===== config.mk =====
export PLATFORM = sky130hd
export DESIGN_NAME = forney_frame_ctrl
export DESIGN_NICKNAME = d
export VERILOG_FILES = /design/src/rtl/forney_frame_ctrl.sv
export SDC_FILE = /design/constraint.sdc
export NUM_CORES = 1
export LEC_CHECK = 0
export CAP_MARGIN = 20
export CORE_MARGIN = 10
export CORE_UTILIZATION = 40
export CTS_CLUSTER_SIZE = 20
export DETAILED_ROUTE_END_ITERATION = 6
export GPL_TIMING_DRIVEN = 1
export PLACE_DENSITY_LB_ADDON = 0.2
export SETUP_SLACK_MARGIN = 0.4
export SLEW_MARGIN = 10
export SYNTH_ARGS = -nofsm -noshare
export SYNTH_HDL_FRONTEND = slang
export SYNTH_SLANG_ARGS = --single-unit

===== constraint.sdc =====
create_clock -name clk_i -period 5.6 [get_ports clk_i]
set_input_delay 1.4 -clock clk_i [delete_from_list [all_inputs] [get_ports clk_i]]
set_output_delay 1.4 -clock clk_i [all_outputs]
set_load 0.05 [all_outputs]

===== src/rtl/forney_frame_ctrl.sv =====
// Per-codeword frame controller for the Forney error-value stage.
// Counts Chien root hits and Forney corrections for each codeword. It checks
// them against the latched error-locator degree and reports the codeword's
// completion, failure or abort as single-cycle registered pulses.
module forney_frame_ctrl #(
  parameter int unsigned LANES     = 32,
  parameter int unsigned T         = 11,
  parameter int unsigned CHIEN_CYC = 17,
  parameter int unsigned DRAIN_TO  = 64
) (
  input  logic             clk_i,
  input  logic             rst_ni,
  input  logic             start_i,
  input  logic [3:0]       deg_i,
  output logic             start_rdy_o,
  input  logic             chien_vld_i,
  input  logic [LANES-1:0] hit_mask_i,
  input  logic             corr_vld_i,
  input  logic             abort_i,
  output logic             busy_o,
  output logic             flush_o,
  output logic             done_o,
  output logic             fail_o,
  output logic [4:0]       err_cnt_o
);

  localparam int unsigned CYC_W = (CHIEN_CYC > 1) ? $clog2(CHIEN_CYC) : 1;
  localparam int unsigned TMO_W = (DRAIN_TO > 1) ? $clog2(DRAIN_TO) : 1;

  typedef enum logic [1:0] {
    IDLE   = 2'd0,
    SEARCH = 2'd1,
    CHECK  = 2'd2,
    DRAIN  = 2'd3
  } state_t;

  state_t           state;
  logic [3:0]       deg_q;
  logic [4:0]       hit_cnt;
  logic [4:0]       corr_cnt;
  logic [CYC_W-1:0] cyc_cnt;
  logic [TMO_W-1:0] tmo_cnt;

  logic [31:0]      pop;
  logic [31:0]      hit_sum;
  logic [4:0]       hit_nxt;
  logic [4:0]       corr_nxt;
  logic             chk_fail;
  logic             fin;
  logic             fin_fail;

  // Saturating next-count values and the CHECK verdict.
  always_comb begin
    pop = '0;
    for (int unsigned i = 0; i < LANES; i++) begin
      pop = pop + 32'(hit_mask_i[i]);
    end
    hit_sum  = 32'(hit_cnt) + pop;
    hit_nxt  = (hit_sum > 32'd31) ? 5'd31 : hit_sum[4:0];
    corr_nxt = (corr_vld_i && (corr_cnt != 5'd31)) ? corr_cnt + 5'd1 : corr_cnt;
    chk_fail = (32'(deg_q) > T) || (hit_cnt != {1'b0, deg_q}) || (corr_cnt > hit_cnt);
  end

  // Completion decision for the current cycle. In DRAIN it uses the count that includes this cycle's pulse.
  always_comb begin
    fin      = 1'b0;
    fin_fail = 1'b0;
    case (state)
      CHECK: begin
        fin      = chk_fail || (corr_cnt == hit_cnt);
        fin_fail = chk_fail;
      end
      DRAIN: begin
        if (corr_nxt == hit_cnt) begin
          fin = 1'b1;
        end else if ((corr_nxt > hit_cnt) || (tmo_cnt == TMO_W'(DRAIN_TO - 1))) begin
          fin      = 1'b1;
          fin_fail = 1'b1;
        end
      end
      default: ;
    endcase
  end

  // Frame FSM with counters and registered pulse outputs.
  // Abort is tested ahead of completion so that it overrides a completion in the same cycle.
  always_ff @(posedge clk_i or negedge rst_ni) begin
    if (!rst_ni) begin
      state     <= IDLE;
      deg_q     <= '0;
      hit_cnt   <= '0;
      corr_cnt  <= '0;
      cyc_cnt   <= '0;
      tmo_cnt   <= '0;
      done_o    <= 1'b0;
      fail_o    <= 1'b0;
      flush_o   <= 1'b0;
      err_cnt_o <= '0;
    end else begin
      done_o    <= 1'b0;
      fail_o    <= 1'b0;
      flush_o   <= 1'b0;
      err_cnt_o <= '0;
      if ((state != IDLE) && abort_i) begin
        state   <= IDLE;
        flush_o <= 1'b1;
      end else if (fin) begin
        state     <= IDLE;
        done_o    <= 1'b1;
        fail_o    <= fin_fail;
        flush_o   <= fin_fail;
        err_cnt_o <= hit_cnt;
      end else begin
        case (state)
          IDLE: begin
            if (start_i) begin
              deg_q    <= deg_i;
              hit_cnt  <= '0;
              corr_cnt <= '0;
              cyc_cnt  <= '0;
              tmo_cnt  <= '0;
              state    <= SEARCH;
            end
          end
          SEARCH: begin
            corr_cnt <= corr_nxt;
            if (chien_vld_i) begin
              hit_cnt <= hit_nxt;
              cyc_cnt <= cyc_cnt + CYC_W'(1);
              if (cyc_cnt == CYC_W'(CHIEN_CYC - 1)) begin
                state <= CHECK;
              end
            end
          end
          CHECK: begin
            corr_cnt <= corr_nxt;
            state    <= DRAIN;
          end
          DRAIN: begin
            corr_cnt <= corr_nxt;
            tmo_cnt  <= tmo_cnt + TMO_W'(1);
          end
          default: state <= IDLE;
        endcase
      end
    end
  end

  assign start_rdy_o = (state == IDLE);
  assign busy_o      = (state != IDLE);

endmodule

Word level (Yosys, flattened, before mapping)
Cells that the tools add are included.
{"block": "classes", "addsub": 35, "n_lt_le_gt_ge": 4, "n_eq_ne": 14, "muxes": 28, "bitwise": 2, "reduce_logical": 17}
{"cell": "2-to-1 mux 5 bit", "count": 7}
{"cell": "adder 31 x 1 -> 32 bit", "count": 1}
{"cell": "adder 5 x 32 -> 32 bit", "count": 1}
{"cell": "> comparator 32 x 5 -> 1 bit, second input constant", "count": 1}
{"cell": "adder 30 x 1 -> 31 bit", "count": 1}
{"cell": "adder 29 x 1 -> 30 bit", "count": 1}
{"cell": "case mux 5 bit (2 select lines)", "count": 3}
{"cell": "adder 28 x 1 -> 29 bit", "count": 1}
{"cell": "adder 27 x 1 -> 28 bit", "count": 1}
{"cell": "adder 26 x 1 -> 27 bit", "count": 1}
{"cell": "adder 25 x 1 -> 26 bit", "count": 1}
{"cell": "adder 24 x 1 -> 25 bit", "count": 1}
{"cell": "adder 23 x 1 -> 24 bit", "count": 1}
{"cell": "adder 22 x 1 -> 23 bit", "count": 1}
{"cell": "adder 21 x 1 -> 22 bit", "count": 1}
{"cell": "adder 20 x 1 -> 21 bit", "count": 1}
{"cell": "adder 19 x 1 -> 20 bit", "count": 1}
{"cell": "adder 18 x 1 -> 19 bit", "count": 1}
{"cell": "adder 17 x 1 -> 18 bit", "count": 1}
{"cell": "adder 16 x 1 -> 17 bit", "count": 1}
{"cell": "adder 15 x 1 -> 16 bit", "count": 1}
{"cell": "adder 14 x 1 -> 15 bit", "count": 1}
{"cell": "adder 13 x 1 -> 14 bit", "count": 1}
{"cell": "adder 12 x 1 -> 13 bit", "count": 1}
{"cell": "41 further kinds", "count": 68}
{"block": "word_totals", "ff_bits": 35, "inputBits": 42, "out_inout_bits": 10, "wordCells": 110}

Depth between registers and ports, before layout
Gate-level depths: netlist of run 1.
{"block": "depth", "ltp_word": 36, "depth_mapped": 17, "ltp_nobuf": 17}

Worst setup path after synthesis of run 1
Ideal clock, no wire load.
{"block": "synth_timing", "kind": "input port to flip-flop", "start": "input port hit_mask_i[0]", "end": "register hit_cnt[3]", "setup_ns": 0.077, "t_arrival_ns": 5.968, "t_required_ns": 5.523, "path_slack_ns": -0.444, "stages": 15, "n_path_buf": 0, "path_cell_list": "fa_1 inv_1 fa_1 fa_1 fa_1 fa_1 fa_1 fa_1 fa_1 inv_1 a21oi_1 o2111a_1 a211oi_1 a2111oi_0 o21ai_1"}
{"block": "synth_between", "elab_chain_len": 36}
{"element": "start, declared", "line_no": "17", "rtl": "input logic [LANES-1:0] hit_mask_i,"}
{"element": "adder 1 x 1 -> 2 bit (*)", "line_no": "56", "rtl": "pop = pop + 32'(hit_mask_i[i]);"}
{"element": "adder 2 x 1 -> 3 bit (*)", "line_no": "56"}
{"element": "adder 3 x 1 -> 4 bit (*)", "line_no": "56"}
{"element": "adder 4 x 1 -> 5 bit (*)", "line_no": "56"}
{"element": "adder 5 x 1 -> 6 bit (*)", "line_no": "56"}
{"element": "adder 6 x 1 -> 7 bit (*)", "line_no": "56"}
{"element": "adder 7 x 1 -> 8 bit (*)", "line_no": "56"}
{"element": "adder 8 x 1 -> 9 bit (*)", "line_no": "56"}
{"element": "[20 not listed]"}
{"element": "adder 29 x 1 -> 30 bit (*)", "line_no": "56"}
{"element": "adder 30 x 1 -> 31 bit (*)", "line_no": "56"}
{"element": "adder 31 x 1 -> 32 bit (*)", "line_no": "56"}
{"element": "adder 5 x 32 -> 32 bit (*)", "line_no": "58", "rtl": "hit_sum = 32'(hit_cnt) + pop;"}
{"element": "> comparator 32 x 5 -> 1 bit", "line_no": "59", "rtl": "hit_nxt = (hit_sum > 32'd31) ? 5'd31 : hit_sum[4:0];"}
{"element": "2-to-1 mux 5 bit (*)", "line_no": "59"}
{"element": "2-to-1 mux 5 bit (*)", "line_no": "127", "rtl": "if (chien_vld_i) begin"}
{"element": "case mux 5 bit (2 select lines) (*)", "line_no": "114", "rtl": "case (state)"}
{"element": "end signal, assigned", "line_no": "128", "rtl": "hit_cnt <= hit_nxt;"}
{"element": "end, declared", "line_no": "39", "rtl": "logic [4:0] hit_cnt;"}
Every way passes the cells marked *; elsewhere a longest branch is shown, timed or not. The select of a mux whose other input is x is not followed.
A chain may end at the register's enable or synchronous reset.

Worst setup path in the final report of run 1
{"block": "layout_timing", "start": "input port hit_mask_i[17]", "end": "register hit_cnt[0]"}
{"block": "layout_between", "elab_chain_len": 20}
{"element": "adder 17 x 1 -> 18 bit (*)", "line_no": "56"}
{"element": "adder 18 x 1 -> 19 bit (*)", "line_no": "56"}
{"element": "adder 19 x 1 -> 20 bit (*)", "line_no": "56"}
{"element": "adder 20 x 1 -> 21 bit (*)", "line_no": "56"}
{"element": "adder 21 x 1 -> 22 bit (*)", "line_no": "56"}
{"element": "adder 22 x 1 -> 23 bit (*)", "line_no": "56"}
{"element": "adder 23 x 1 -> 24 bit (*)", "line_no": "56"}
{"element": "adder 24 x 1 -> 25 bit (*)", "line_no": "56"}
{"element": "[4 not listed]"}
{"element": "adder 29 x 1 -> 30 bit (*)", "line_no": "56"}
{"element": "adder 30 x 1 -> 31 bit (*)", "line_no": "56"}
{"element": "adder 31 x 1 -> 32 bit (*)", "line_no": "56"}
{"element": "adder 5 x 32 -> 32 bit (*)", "line_no": "58"}
{"element": "> comparator 32 x 5 -> 1 bit", "line_no": "59"}
{"element": "2-to-1 mux 5 bit (*)", "line_no": "59"}
{"element": "2-to-1 mux 5 bit (*)", "line_no": "127"}
{"element": "case mux 5 bit (2 select lines) (*)", "line_no": "114"}
Marked as above.

==> impl_results.rst, run 1 <==
.. list-table::
   :header-rows: 1

   * - Metric
     - Value
   * - Share of the yosys chip area belonging to registers
     - 0.272
   * - Power per unit of standard cell area
     - 725 mW/mm^2
   * - TNS Setup
     - -1.17 ns
   * - Chip Width
     - 110 um
   * - Post-layout worst setup margin
     - -0.284 ns
   * - Final Hold Viols
     - 0
   * - Violations in the final reports
     - negative setup slack
   * - Static leakage power
     - 2.00 nW
   * - Startpoint of the most critical setup path
     - hit_mask_i[17]
   * - Most frequent cell on the critical path
     - fa_2
   * - Mean cell area of the mapped netlist
     - 9.77 um^2
   * - Area of the core
     - 0.00777 mm^2
   * - Maximum operating frequency
     - 170 MHz
   * - Via count of the first global-routing pass
     - 2532
   * - Tightest Pin Transition
     - 0.798 ns
   * - Number of buffers inserted by hold repair at cts
     - 0
   * - Post-route ant nets
     - 0
   * - Number of cells in the design after placement
     - 485
   * - CP arrival
     - 6.10 ns
   * - Final cycle utilization of the critical path
     - 1.05
   * - Initial Utilization
     - 0.415
   * - Number of distinct standard cells referenced by the synthesized netlist
     - 58
   * - Net count after synthesis
     - 431
   * - Max_slew headroom
     - 0.468
   * - Clock transition at the registers of the reported paths
     - 0.08 ns
   * - Proportion of synthesized flip-flops having asynchronous set or reset
     - 1.00
   * - Highest ir drop seen on vdd
     - 0.925 mV
   * - Critical path cell sequence
     - buf_6 -> fa_1 -> inv_2 -> fa_2 -> fa_2 -> fa_2 -> fa_2 -> fa_2 -> fa_2 -> fa_2 -> inv_2 -> a21oi_2 -> o2111a_1 -> a211oi_4 -> nor2_1 -> o21ai_1
   * - Final setup fails
     - 5
   * - Overall power
     - 2.92 mW
   * - Global placer's final weighted congestion
     - 0.835
   * - Longest Clk Path Bufs
     - 2
   * - Final design utilization
     - 0.519
   * - Crit path max fanout
     - 4
   * - RSZ-0062 raised after global routing
     - yes
   * - Layout-stage area growth over the synthesis result
     - 25.0%
   * - I/O Pins
     - 52
   * - Net count, final
     - 493
   * - Die Y
     - 110 um
   * - Routed vias
     - 2515
   * - DR iter-0 viols
     - 104
   * - Clk Tree Root Cell
     - clkbuf_8
   * - Final setup skew
     - 0.0120 ns
   * - Yosys synthesis warning count
     - 0
   * - Summed instance area of the synthesized netlist
     - 0.00322 mm^2
   * - Die Footprint
     - 0.0120 mm^2
   * - Post-layout instance area
     - 0.00403 mm^2
   * - Final standard cell count with taps included and fillers excluded
     - 495
   * - Total routing usage reported by global routing
     - 0.122
   * - Buffers added on ports
     - 51
   * - Critical Path Max Stage Delay
     - 0.56 ns
   * - Placed wire-length estimate after detailed placement
     - 5800 um
   * - Number of cell rows
     - 32
   * - Wirelength per Cell
     - 14.2 um
   * - Final count of pins violating max slew
     - 0
   * - Data required time at the worst endpoint
     - 5.81 ns
   * - Leading register cell type out of synthesis
     - dfrtp_1
   * - Iteration count of the initial detailed-routing pass
     - 5
   * - Ratio of routed vias to standard cells
     - 5.08
   * - Cell area after placement
     - 0.00391 mm^2
   * - Count of flip-flops with a built-in enable after synthesis
     - 0
   * - Number of cells produced by synthesis
     - 330
   * - Total clock buffers created by CTS
     - 5
   * - Ratio of cells with drive above 1 in the final layout
     - 0.204
   * - Count of maximum capacitance violations
     - 0
   * - Initial antenna violation count
     - 0
   * - Critical-path cell with the highest stage delay
     - fa_2
   * - TritonCTS clock tree
     - yes
   * - Type of origin of the critical path
     - primary input
   * - Clock sink total
     - 35
   * - Wire length of the first global-routing pass
     - 12000 um
   * - Maximum number of pins on one net before global-route repair
     - 36
   * - Post-layout minimum cycle time
     - 5.88 ns
   * - Class of the most critical setup path
     - in -> reg
   * - Register bit count reported by yosys
     - 35
   * - Overall routed net length
     - 7040 um
   * - Kind of end point of the critical path
     - flop
   * - FF-to-FF Start
     - hit_cnt[0]$_DFFE_PN0P_
   * - Antenna Diode Count
     - 0
   * - DRC violations left
     - 0
   * - Clock latency reported for the late side of the worst-skew pair
     - 0.29 ns
   * - Min-delay worst type
     - reg -> reg
   * - Run status
     - finished with violations
   * - Total global routing overflow
     - 0
   * - Startpoint of the worst hold path
     - tmo_cnt[1]$_DFFE_PN0P_
   * - Count of H-tree levels built during CTS
     - 2
-- layer usage --
metal  routed length (um)  track usage  vias to the layer above
li1                     -            -                     1230
met1                 3210        0.166                     1235
met2                 3530        0.196                       44
met3                  224       0.0205                        6
met4                   74       0.0307                        0
met5                    0            0                        -
-- synth_stat cells, types with 3 or more instances --
cell type	number	area (um^2)
a211o_1	5	43.8
a21oi_1	6	30.0
and2_1	7	43.8
and3_1	5	31.3
buf_2	3	15.0
dfrtp_1	35	876
fa_1	27	541
ha_1	32	400
inv_1	58	218
mux2_4	4	60.1
nand2_1	37	139
nand3_1	11	55.1
nand4_1	6	37.5
nor2_1	13	48.8
nor2b_1	4	25.0
nor3_1	4	20.0
nor4_1	3	18.8
o21ai_0	6	30.0
o21ai_1	9	45.0
xnor2_1	6	52.6
-- metrics by stage --
step                      setup slack, ns  hold WS (ns)
after floorplan                    -0.289         0.490
after global placement             -0.963         0.514
after detailed placement           -0.978         0.518
after CTS                          -0.318         0.539
after global routing               -0.443         0.561
final                              -0.284         0.534
-- sequential cells by signal (all words and copies together) (netlist names) --
register,flops
tmo_cnt,6
corr_cnt,5
cyc_cnt,5
err_cnt_o,5
hit_cnt,5
deg_q,4
state,2
done_o,1
fail_o,1
flush_o,1
-- final timing paths --
kind,endpoint,slack (ns),depth (start not counted)
setup / recovery,hit_cnt[0]$_DFFE_PN0P_,-0.28,16
hold / removal,tmo_cnt[1]$_DFFE_PN0P_,0.53,1
setup reg to reg,hit_cnt[0]$_DFFE_PN0P_,0.89,14
hold reg to reg,tmo_cnt[1]$_DFFE_PN0P_,0.53,1
max in group asynchronous,hit_cnt[1]$_DFFE_PN0P_,3.90,1
min in group asynchronous,tmo_cnt[3]$_DFFE_PN0P_,1.18,1
-- what timing repair did --
item	4_1_cts	5_1_grt
gates cloned	0	0
endpoints found under the setup margin	5	5
setup buffers	0	2
resized for setup	67	2
pin swaps	26	17
-- layout by cell type (no fill, tap or decap), types with 3 or more instances in the layout --
cell             instances
a21oi_1                  4
o21ai_0                  6
buf_4                   10
dfrtp_1                 35
nand4_1                  6
inv_2                   11
nor3_1                   4
clkbuf_8                 5
inv_1                   48
mux2_4                   4
fa_2                     9
nor2b_1                  3
clkdlybuf4s50_1         35
ha_1                    32
nand2_1                 37
fa_1                    18
nor2_1                  13
buf_2                   13
buf_6                    3
and3_1                   5
o21ai_1                  8
xnor2_1                  6
and2_1                   7
nand3_1                 11
a211o_1                  5
-- cell families after synthesis --
logic type               Yosys count  share of synthesized area
AO/OA/AOI/OAI                     52                      0.131
XOR/XNOR                           6                     0.0163
adder cells (fa/ha/maj)           59                      0.292
buffers and inverters             65                     0.0815
flip-flops                        35                      0.272
multiplexers                       8                     0.0318
AND/OR/NAND/NOR                  105                      0.175
-- power breakdown --
group	switching, mW	leakage, nW	internal (mW)
combinational	1.14	1.47	1.09
clock	0.0970	0.0654	0.178
sequential	0.0846	0.462	0.327
total	1.33	2.00	1.59
-- worst max-delay path: cells and delay by family --
kind / cells / cell delay (ns)
AND/OR/NAND/NOR: 1 / 0.09
buffers and inverters: 3 / 0.20
AO/OA/AOI/OAI: 4 / 0.65
adder cells (fa/ha/maj): 8 / 3.76
-- cell type report --
class                      instances  area, um^2
clock buffer                       6        72.6
clock inverter                     2        60.1
fill                             747        3740
inverter                          59         221
multi-input combinational        230        2150
sequential                        35         876
tap                              102         128
timing repair buffer              61         524
Power figures use the tool's default switching activity.
==> run 2, diff against run 1 <==
--- a/config.mk
+++ b/config.mk
@@ -5,8 +5,8 @@
 export SDC_FILE = /design/constraint.sdc
 export NUM_CORES = 1
 export LEC_CHECK = 0
+export ABC_AREA = 1
 export CAP_MARGIN = 20
-export CORE_MARGIN = 10
 export CORE_UTILIZATION = 40
 export CTS_CLUSTER_SIZE = 20
 export DETAILED_ROUTE_END_ITERATION = 6
==> run 2 against run 1 <==
  * Via count rose by 4.2%
  * Highest routed layer unchanged
  * First-iteration DRC count rose by 50%
  * Critical path depth did not move
  * Sequential share of layout area rose by 0.38 points
  * Flip-flop and latch count did not move
  * Fmax rose by 1.9%
  * Clock-buffer cell count did not move
  * Non-clock buffer count fell by 2
  * Critical endpoint is now hit_cnt[4]$_DFFE_PN0P_
  * The run still ends with negative setup slack left
  * Global-route usage rose by 5.0 points
  * Wire length fell by 6.1%
  * Clock skew fell by 0.0055 ns
==> impl_results.rst, run 2 <==
.. list-table::
   :header-rows: 1

   * - Metric
     - Value
   * - Clk Tree Root Cell
     - clkbuf_8
   * - Count of flip-flops with a built-in enable after synthesis
     - 0
   * - Die Footprint
     - 0.00845 mm^2
   * - Static leakage power
     - 2.06 nW
   * - Main area contributors after synthesis
     - dfrtp_1, fa_1, ha_1
   * - Final setup fails
     - 5
   * - Longest Clk Path Bufs
     - 2
   * - Total routing usage reported by global routing
     - 0.172
   * - Final cycle utilization of the critical path
     - 1.03
   * - Leading register cell type out of synthesis
     - dfrtp_1
   * - Via count of the first global-routing pass
     - 2662
   * - Violations in the final reports
     - negative setup slack
   * - Area of the core
     - 0.00777 mm^2
   * - Part of the power in combinational logic
     - 0.794
   * - FF-to-FF Start
     - hit_cnt[0]$_DFFE_PN0P_
   * - Worst Setup Slack post-DPL
     - -0.795 ns
   * - Wirelength per Cell
     - 12.0 um
   * - Die Y
     - 91.9 um
   * - Total global routing overflow
     - 0
   * - Sequential fraction of design power
     - 0.140
   * - RSZ-0062 raised after global routing
     - yes
   * - Number of buffers inserted by hold repair at cts
     - 0
   * - Overall routed net length
     - 6610 um
   * - Part of the power in the clock network
     - 0.066
   * - Filler cell count
     - 769
   * - R2R Path End
     - hit_cnt[4]$_DFFE_PN0P_
   * - Min-delay worst type
     - reg -> reg
   * - Run status
     - finished with violations
   * - Layout-stage area growth over the synthesis result
     - 22.4%
   * - Count of maximum capacitance violations
     - 0
   * - Share of the yosys chip area belonging to registers
     - 0.271
   * - DR iter-0 viols
     - 156
   * - Post-layout worst setup margin
     - -0.174 ns
   * - Initial Utilization
     - 0.416
   * - Most frequent cell after synthesis
     - nand2_1
   * - Placed wire-length estimate after detailed placement
     - 5400 um
   * - Final setup skew
     - 0.00650 ns
   * - TNS Setup
     - -0.747 ns
   * - Worst slack on hold paths
     - 0.513 ns
   * - Routed vias
     - 2620
   * - Ratio of cells with drive above 1 in the final layout
     - 0.136
   * - Register bit count reported by yosys
     - 35
   * - Mean cell area of the mapped netlist
     - 8.34 um^2
   * - Most frequent standard cell in the layout excluding fill and tap cells
     - nand2_1
   * - Commonest cells in the netlist
     - nand2_1, inv_1, dfrtp_1
   * - Number of cell rows
     - 32
   * - Final count of pins violating max slew
     - 0
   * - Chip Width
     - 91.9 um
   * - Switch share
     - 0.495
   * - Register with the most flip-flops
     - tmo_cnt
   * - Highest ir drop seen on vdd
     - 0.930 mV
   * - Commonest non-fill, non-tap cells in the layout
     - nand2_1, inv_1, clkdlybuf4s50_1
   * - Minimum setup slack among reg-to-reg paths
     - 0.95 ns
   * - Kind of end point of the critical path
     - flop
   * - Initial antenna violation count
     - 0
   * - Cell internal pwr
     - 1.32 mW
   * - Clock sink total
     - 35
   * - DRC violations left
     - 0
   * - Ratio of routed vias to standard cells
     - 4.75
   * - Summed instance area of the synthesized netlist
     - 0.00323 mm^2
   * - Wire length of the first global-routing pass
     - 11600 um
   * - Power per unit of standard cell area
     - 659 mW/mm^2
   * - Count of H-tree levels built during CTS
     - 2
   * - Data required time at the worst endpoint
     - 5.77 ns
   * - Max_slew headroom
     - 0.650
   * - Buffers added on ports
     - 51
   * - Startpoint of the worst hold path
     - deg_q[1]$_DFFE_PN0P_
   * - Tightest Pin Transition
     - 0.524 ns
   * - I/O Pins
     - 52
   * - Flip-flop count of the largest register, all copies and words added
     - 6
   * - Clock transition at the registers of the reported paths
     - 0.07 ns
   * - Global placer's final weighted congestion
     - 0.855
   * - Antenna Diode Count
     - 0
   * - Net count after synthesis
     - 489
   * - Type of origin of the critical path
     - primary input
   * - Top-area cell type share of the netlist area
     - 0.271
   * - Proportion of synthesized flip-flops having asynchronous set or reset
     - 1.00
   * - Yosys synthesis warning count
     - 0
   * - Post-route ant nets
     - 0
   * - Net count, final
     - 552
   * - Crit path max fanout
     - 3
   * - Iteration count of the initial detailed-routing pass
     - 4
   * - Final Hold Viols
     - 0
   * - R2r worst-path depth
     - 14
   * - Total clock buffers created by CTS
     - 5
   * - TritonCTS clock tree
     - yes
   * - Clock latency reported for the late side of the worst-skew pair
     - 0.29 ns
   * - Psw
     - 1.29 mW
   * - CP arrival
     - 5.94 ns
   * - Post-layout minimum cycle time
     - 5.77 ns
   * - Cell type contributing the most total cell area after synthesis
     - dfrtp_1
   * - Hold worst-path end
     - deg_q[1]$_DFFE_PN0P_
   * - Maximum operating frequency
     - 173 MHz
   * - Class of the most critical setup path
     - in -> reg
   * - Number of cells produced by synthesis
     - 388
   * - Number of distinct standard cells referenced by the synthesized netlist
     - 34
   * - Hold path depth
     - 2
   * - Maximum number of pins on one net before global-route repair
     - 36
[run 2: cell count changes in the layout (fill, tap and decap cells not counted), moves of 9 or more]
cell | before | now
nand4_1 | 6 | 15
o21ai_2 | 1 | 10
nand2_1 | 37 | 95
inv_1 | 48 | 72
[run 2: power by group through the flow]
stage	clock network, mW	registers [mW]	logic [mW]
final	0.171	0.366	2.07
after global routing	0.181	0.374	2.35
after CTS	0.177	0.365	2.09
after detailed placement	0	0.370	2.02
after global placement	0	0.369	2.01
after floorplan	0	0.402	1.44
[run 2: worst max-delay path, stage by stage]
cell and delay (ns):
buf_6 0.09, fa_1 0.53, inv_1 0.05, fa_1 0.46, fa_1 0.52, fa_1 0.60
fa_1 0.44, fa_1 0.46, fa_2 0.37, fa_2 0.38, nand3b_1 0.17, nand2_1 0.08
xnor2_1 0.12, nand4_1 0.11, nand2_1 0.09, o21ai_2 0.06
[run 2: cell families (layout without fill, tap and decap cells)]
group	count (synthesis)	after routing	share of synthesized area
AND/OR/NAND/NOR	170	170	0.243
adder cells (fa/ha/maj)	59	59	0.291
AO/OA/AOI/OAI	33	33	0.0681
buffers and inverters	81	143	0.0998
flip-flops	35	35	0.271
XOR/XNOR	10	10	0.0271
[run 2: final cells by class]
class                   instances  area [um^2]  area share
inverters                      78          295      0.0746
flip-flops and latches         35          876       0.221
well taps                     102          128      0.0322
multi-input cells             272         2060       0.520
repair buffers                 59          528       0.133
clock buffers                   6         72.6      0.0183
[run 2: repair_timing]
| action | 4_1_cts | 5_1_grt |
|---|---|---|
| endpoints found under the setup margin | 5 | 5 |
| buffers inserted | 1 | 1 |
| gates resized for setup | 55 | 0 |
| pin swaps | 23 | 8 |
[run 2: metal layers]
layer	GRT usage	routed length, um	vias to the layer above	share of wire
li1	-	-	1345	-
met1	0.223	3130	1235	0.47
met2	0.297	3220	30	0.49
met3	0.0274	168	10	0.025
met4	0.0508	96	0	0.015
met5	0	0	-	0
[run 2: metrics by stage]
step,util,total power [mW],instance area (um^2),std cells
floorplan,-,1.84,3240,388
global placement,0.501,2.38,3890,544
detailed placement,0.501,2.39,3890,544
CTS,0.509,2.64,3950,551
global route,0.510,2.91,3960,552
finish,0.510,2.61,3960,552
[run 2: worst max path at each step]
stage              startpoint                      to  slack [ns]  depth (start not counted)
6_report        hit_mask_i[0]  hit_cnt[4]$_DFFE_PN0P_       -0.17                         16
5_1_grt         hit_mask_i[0]  hit_cnt[0]$_DFFE_PN0P_       -0.32                         16
4_1_cts         hit_mask_i[0]  hit_cnt[4]$_DFFE_PN0P_       -0.26                         16
3_5_place_dp    hit_mask_i[0]  hit_cnt[4]$_DFFE_PN0P_       -0.79                         16
3_3_place_gp    hit_mask_i[0]  hit_cnt[4]$_DFFE_PN0P_       -0.73                         16
2_1_floorplan  hit_mask_i[17]  hit_cnt[4]$_DFFE_PN0P_       -0.13                         15
==> run 3, diff against run 2 <==
--- a/config.mk
+++ b/config.mk
@@ -7,7 +7,7 @@
 export LEC_CHECK = 0
 export ABC_AREA = 1
 export CAP_MARGIN = 20
-export CORE_UTILIZATION = 40
+export CORE_UTILIZATION = 55
 export CTS_CLUSTER_SIZE = 20
 export DETAILED_ROUTE_END_ITERATION = 6
 export GPL_TIMING_DRIVEN = 1
==> run 3 against run 2 <==
  * The run still ends with negative setup slack left
  * Die area is 27% lower
  * Global-route usage grew 5.6 points
  * Critical path type unchanged
  * Non-clock buffer count is 1 higher
  * First-iteration DRC count down 58%
  * Worst hold slack worse by 0.0023 ns
  * Fmax grew 0.27%
  * Critical path depth unchanged
  * Combinational power grew 4%
  * Wire length is 0.26% lower
  * Utilization is 20 points higher
  * Final cell count is 4.9% lower
==> impl_results.rst, run 3 (synthesis gave the netlist of run 2 again) <==
.. list-table::
   :header-rows: 1

   * - Metric
     - Value
   * - Final setup skew
     - 0.00830 ns
   * - Initial Utilization
     - 0.580
   * - Chip Width
     - 78.7 um
   * - Iteration count of the initial detailed-routing pass
     - 6
   * - Count of maximum capacitance violations
     - 0
   * - Commonest non-fill, non-tap cells in the layout
     - nand2_1, inv_1, clkdlybuf4s50_1
   * - Run status
     - finished with violations
   * - Number of cell rows
     - 27
   * - TritonCTS clock tree
     - yes
   * - RSZ-0062 raised after global routing
     - yes
   * - Top Layer Used
     - met4
   * - Die Y
     - 78.7 um
   * - FF-to-FF Start
     - hit_cnt[0]$_DFFE_PN0P_
   * - Wire length of the first global-routing pass
     - 11000 um
   * - Maximum operating frequency
     - 174 MHz
   * - Via count of the first global-routing pass
     - 2585
   * - Ratio of cells with drive above 1 in the final layout
     - 0.152
   * - Post-layout worst setup margin
     - -0.158 ns
   * - Initial antenna violation count
     - 0
   * - Area of the core
     - 0.00557 mm^2
   * - Flip-flop count of the largest register, all copies and words added
     - 6
   * - I/O Pins
     - 52
   * - Clock latency reported for the late side of the worst-skew pair
     - 0.29 ns
   * - Total routing usage reported by global routing
     - 0.228
   * - Worst Setup Slack post-DPL
     - -0.836 ns
   * - Data required time at the worst endpoint
     - 5.77 ns
   * - Final Hold Viols
     - 0
   * - Net count, final
     - 553
   * - Count of H-tree levels built during CTS
     - 2
   * - Longest Clk Path Bufs
     - 2
   * - DRC violations left
     - 0
   * - Buffers added on ports
     - 51
   * - Static leakage power
     - 2.08 nW
   * - Overall power
     - 2.75 mW
   * - Wire length on met3
     - 280 um
   * - Total global routing overflow
     - 0
   * - Die Footprint
     - 0.00619 mm^2
   * - Placed wire-length estimate after detailed placement
     - 5370 um
   * - Type of origin of the critical path
     - primary input
   * - Post-route ant nets
     - 0
   * - Number of buffers inserted by hold repair at cts
     - 0
   * - Final count of pins violating max slew
     - 0
   * - Total clock buffers created by CTS
     - 5
   * - Routed wl met2
     - 3190 um
   * - Crit path max fanout
     - 3
   * - Power per unit of standard cell area
     - 694 mW/mm^2
   * - Routed vias
     - 2668
   * - Wirelength per Cell
     - 12.6 um
   * - Min-delay worst type
     - reg -> reg
   * - Routed metal-1 wire length
     - 3030 um
   * - Overall routed net length
     - 6600 um
   * - Register with the most flip-flops
     - tmo_cnt
   * - Class of the most critical setup path
     - in -> reg
   * - Startpoint of the worst hold path
     - deg_q[0]$_DFFE_PN0P_
   * - Highest ir drop seen on vdd
     - 0.531 mV
   * - Global placer's final weighted congestion
     - 0.851
   * - CP arrival
     - 5.93 ns
   * - Most frequent standard cell in the layout excluding fill and tap cells
     - nand2_1
   * - Antenna Diode Count
     - 0
   * - Layout-stage area growth over the synthesis result
     - 22.6%
   * - Clk Tree Root Cell
     - clkbuf_8
   * - Clock transition at the registers of the reported paths
     - 0.07 ns
   * - Post-layout minimum cycle time
     - 5.76 ns
   * - Tightest Pin Transition
     - 0.508 ns
   * - Startpoint of the most critical setup path
     - hit_mask_i[11]
   * - Final setup fails
     - 5
   * - Ratio of routed vias to standard cells
     - 5.08
   * - Clock sink total
     - 35
   * - Maximum number of pins on one net before global-route repair
     - 36
   * - DR iter-0 viols
     - 66
   * - Violations in the final reports
     - negative setup slack
   * - Final cycle utilization of the critical path
     - 1.03
   * - Kind of end point of the critical path
     - flop
   * - Max_slew headroom
     - 0.661
==> run 3: cell type report <==
class / count / area, um^2
clock buffers: 6 / 82.6
clock inverters: 2 / 35.0
fillers: 459 / 1610
inverters: 78 / 295
multi-input cells: 272 / 2050
flip-flops and latches: 35 / 876
well taps: 72 / 90.1
repair buffers: 60 / 532
==> run 3: path summary, 6_finish.rpt <==
| kind | depth (start not counted) | slack (ns) | end |
|---|---|---|---|
| hold reg to reg | 2 | 0.51 | deg_q[0]$_DFFE_PN0P_ |
| setup reg to reg | 14 | 0.99 | hit_cnt[4]$_DFFE_PN0P_ |
| min in group asynchronous | 2 | 1.51 | corr_cnt[4]$_DFFE_PN0P_ |
| hold / removal | 2 | 0.51 | deg_q[0]$_DFFE_PN0P_ |
| setup / recovery | 16 | -0.16 | hit_cnt[4]$_DFFE_PN0P_ |
| max in group asynchronous | 2 | 3.75 | corr_cnt[2]$_DFFE_PN0P_ |
==> run 3: repair_timing <==
item	4_1_cts	5_1_grt
buffers inserted	0	1
setup endpoints to repair	5	5
pin swaps	22	21
cloned	0	0
endpoints found under the hold margin	0	0
gates resized for setup	53	5
==> run 3: worst max-delay path, stage by stage <==
cell and delay [ns]:
buf_6 0.09, fa_1 0.53, inv_1 0.05, fa_1 0.52, fa_1 0.45, fa_1 0.52
fa_1 0.57, fa_1 0.44, fa_2 0.38, fa_2 0.37, nand3b_1 0.17, nand2_1 0.08
xnor2_1 0.11, nand4_1 0.09, nand2_1 0.09, o21ai_2 0.05
==> run 3: stage by stage <==
stage | hold WS (ns) | utilization | TNS (ns) | instances | cell area, um^2
floorplan | 0.460 | - | -0.309 | 388 | 3240
global placement | 0.479 | 0.695 | -3.57 | 516 | 3870
detailed placement | 0.492 | 0.695 | -4.06 | 516 | 3870
CTS | 0.510 | 0.709 | -0.855 | 524 | 3950
global route | 0.537 | 0.711 | -1.24 | 525 | 3970
finish | 0.511 | 0.711 | -0.533 | 525 | 3970
==> run 3: where the power goes <==
part / total (mW) / switching [mW] / leakage [nW] / internal (mW)
clock network: 0.241 / 0.0967 / 0.0612 / 0.144
logic: 2.15 / 1.17 / 1.55 / 0.971
registers: 0.364 / 0.0519 / 0.471 / 0.312
total: 2.75 / 1.32 / 2.08 / 1.43
==> run 3: layer usage <==
| metal | global-route usage | up-vias |
|---|---|---|
| met1 | 0.297 | 1257 |
| met2 | 0.395 | 53 |
| met4 | 0.0556 | 0 |
| met5 | 0 | - |
| met3 | 0.0372 | 12 |
| li1 | - | 1346 |
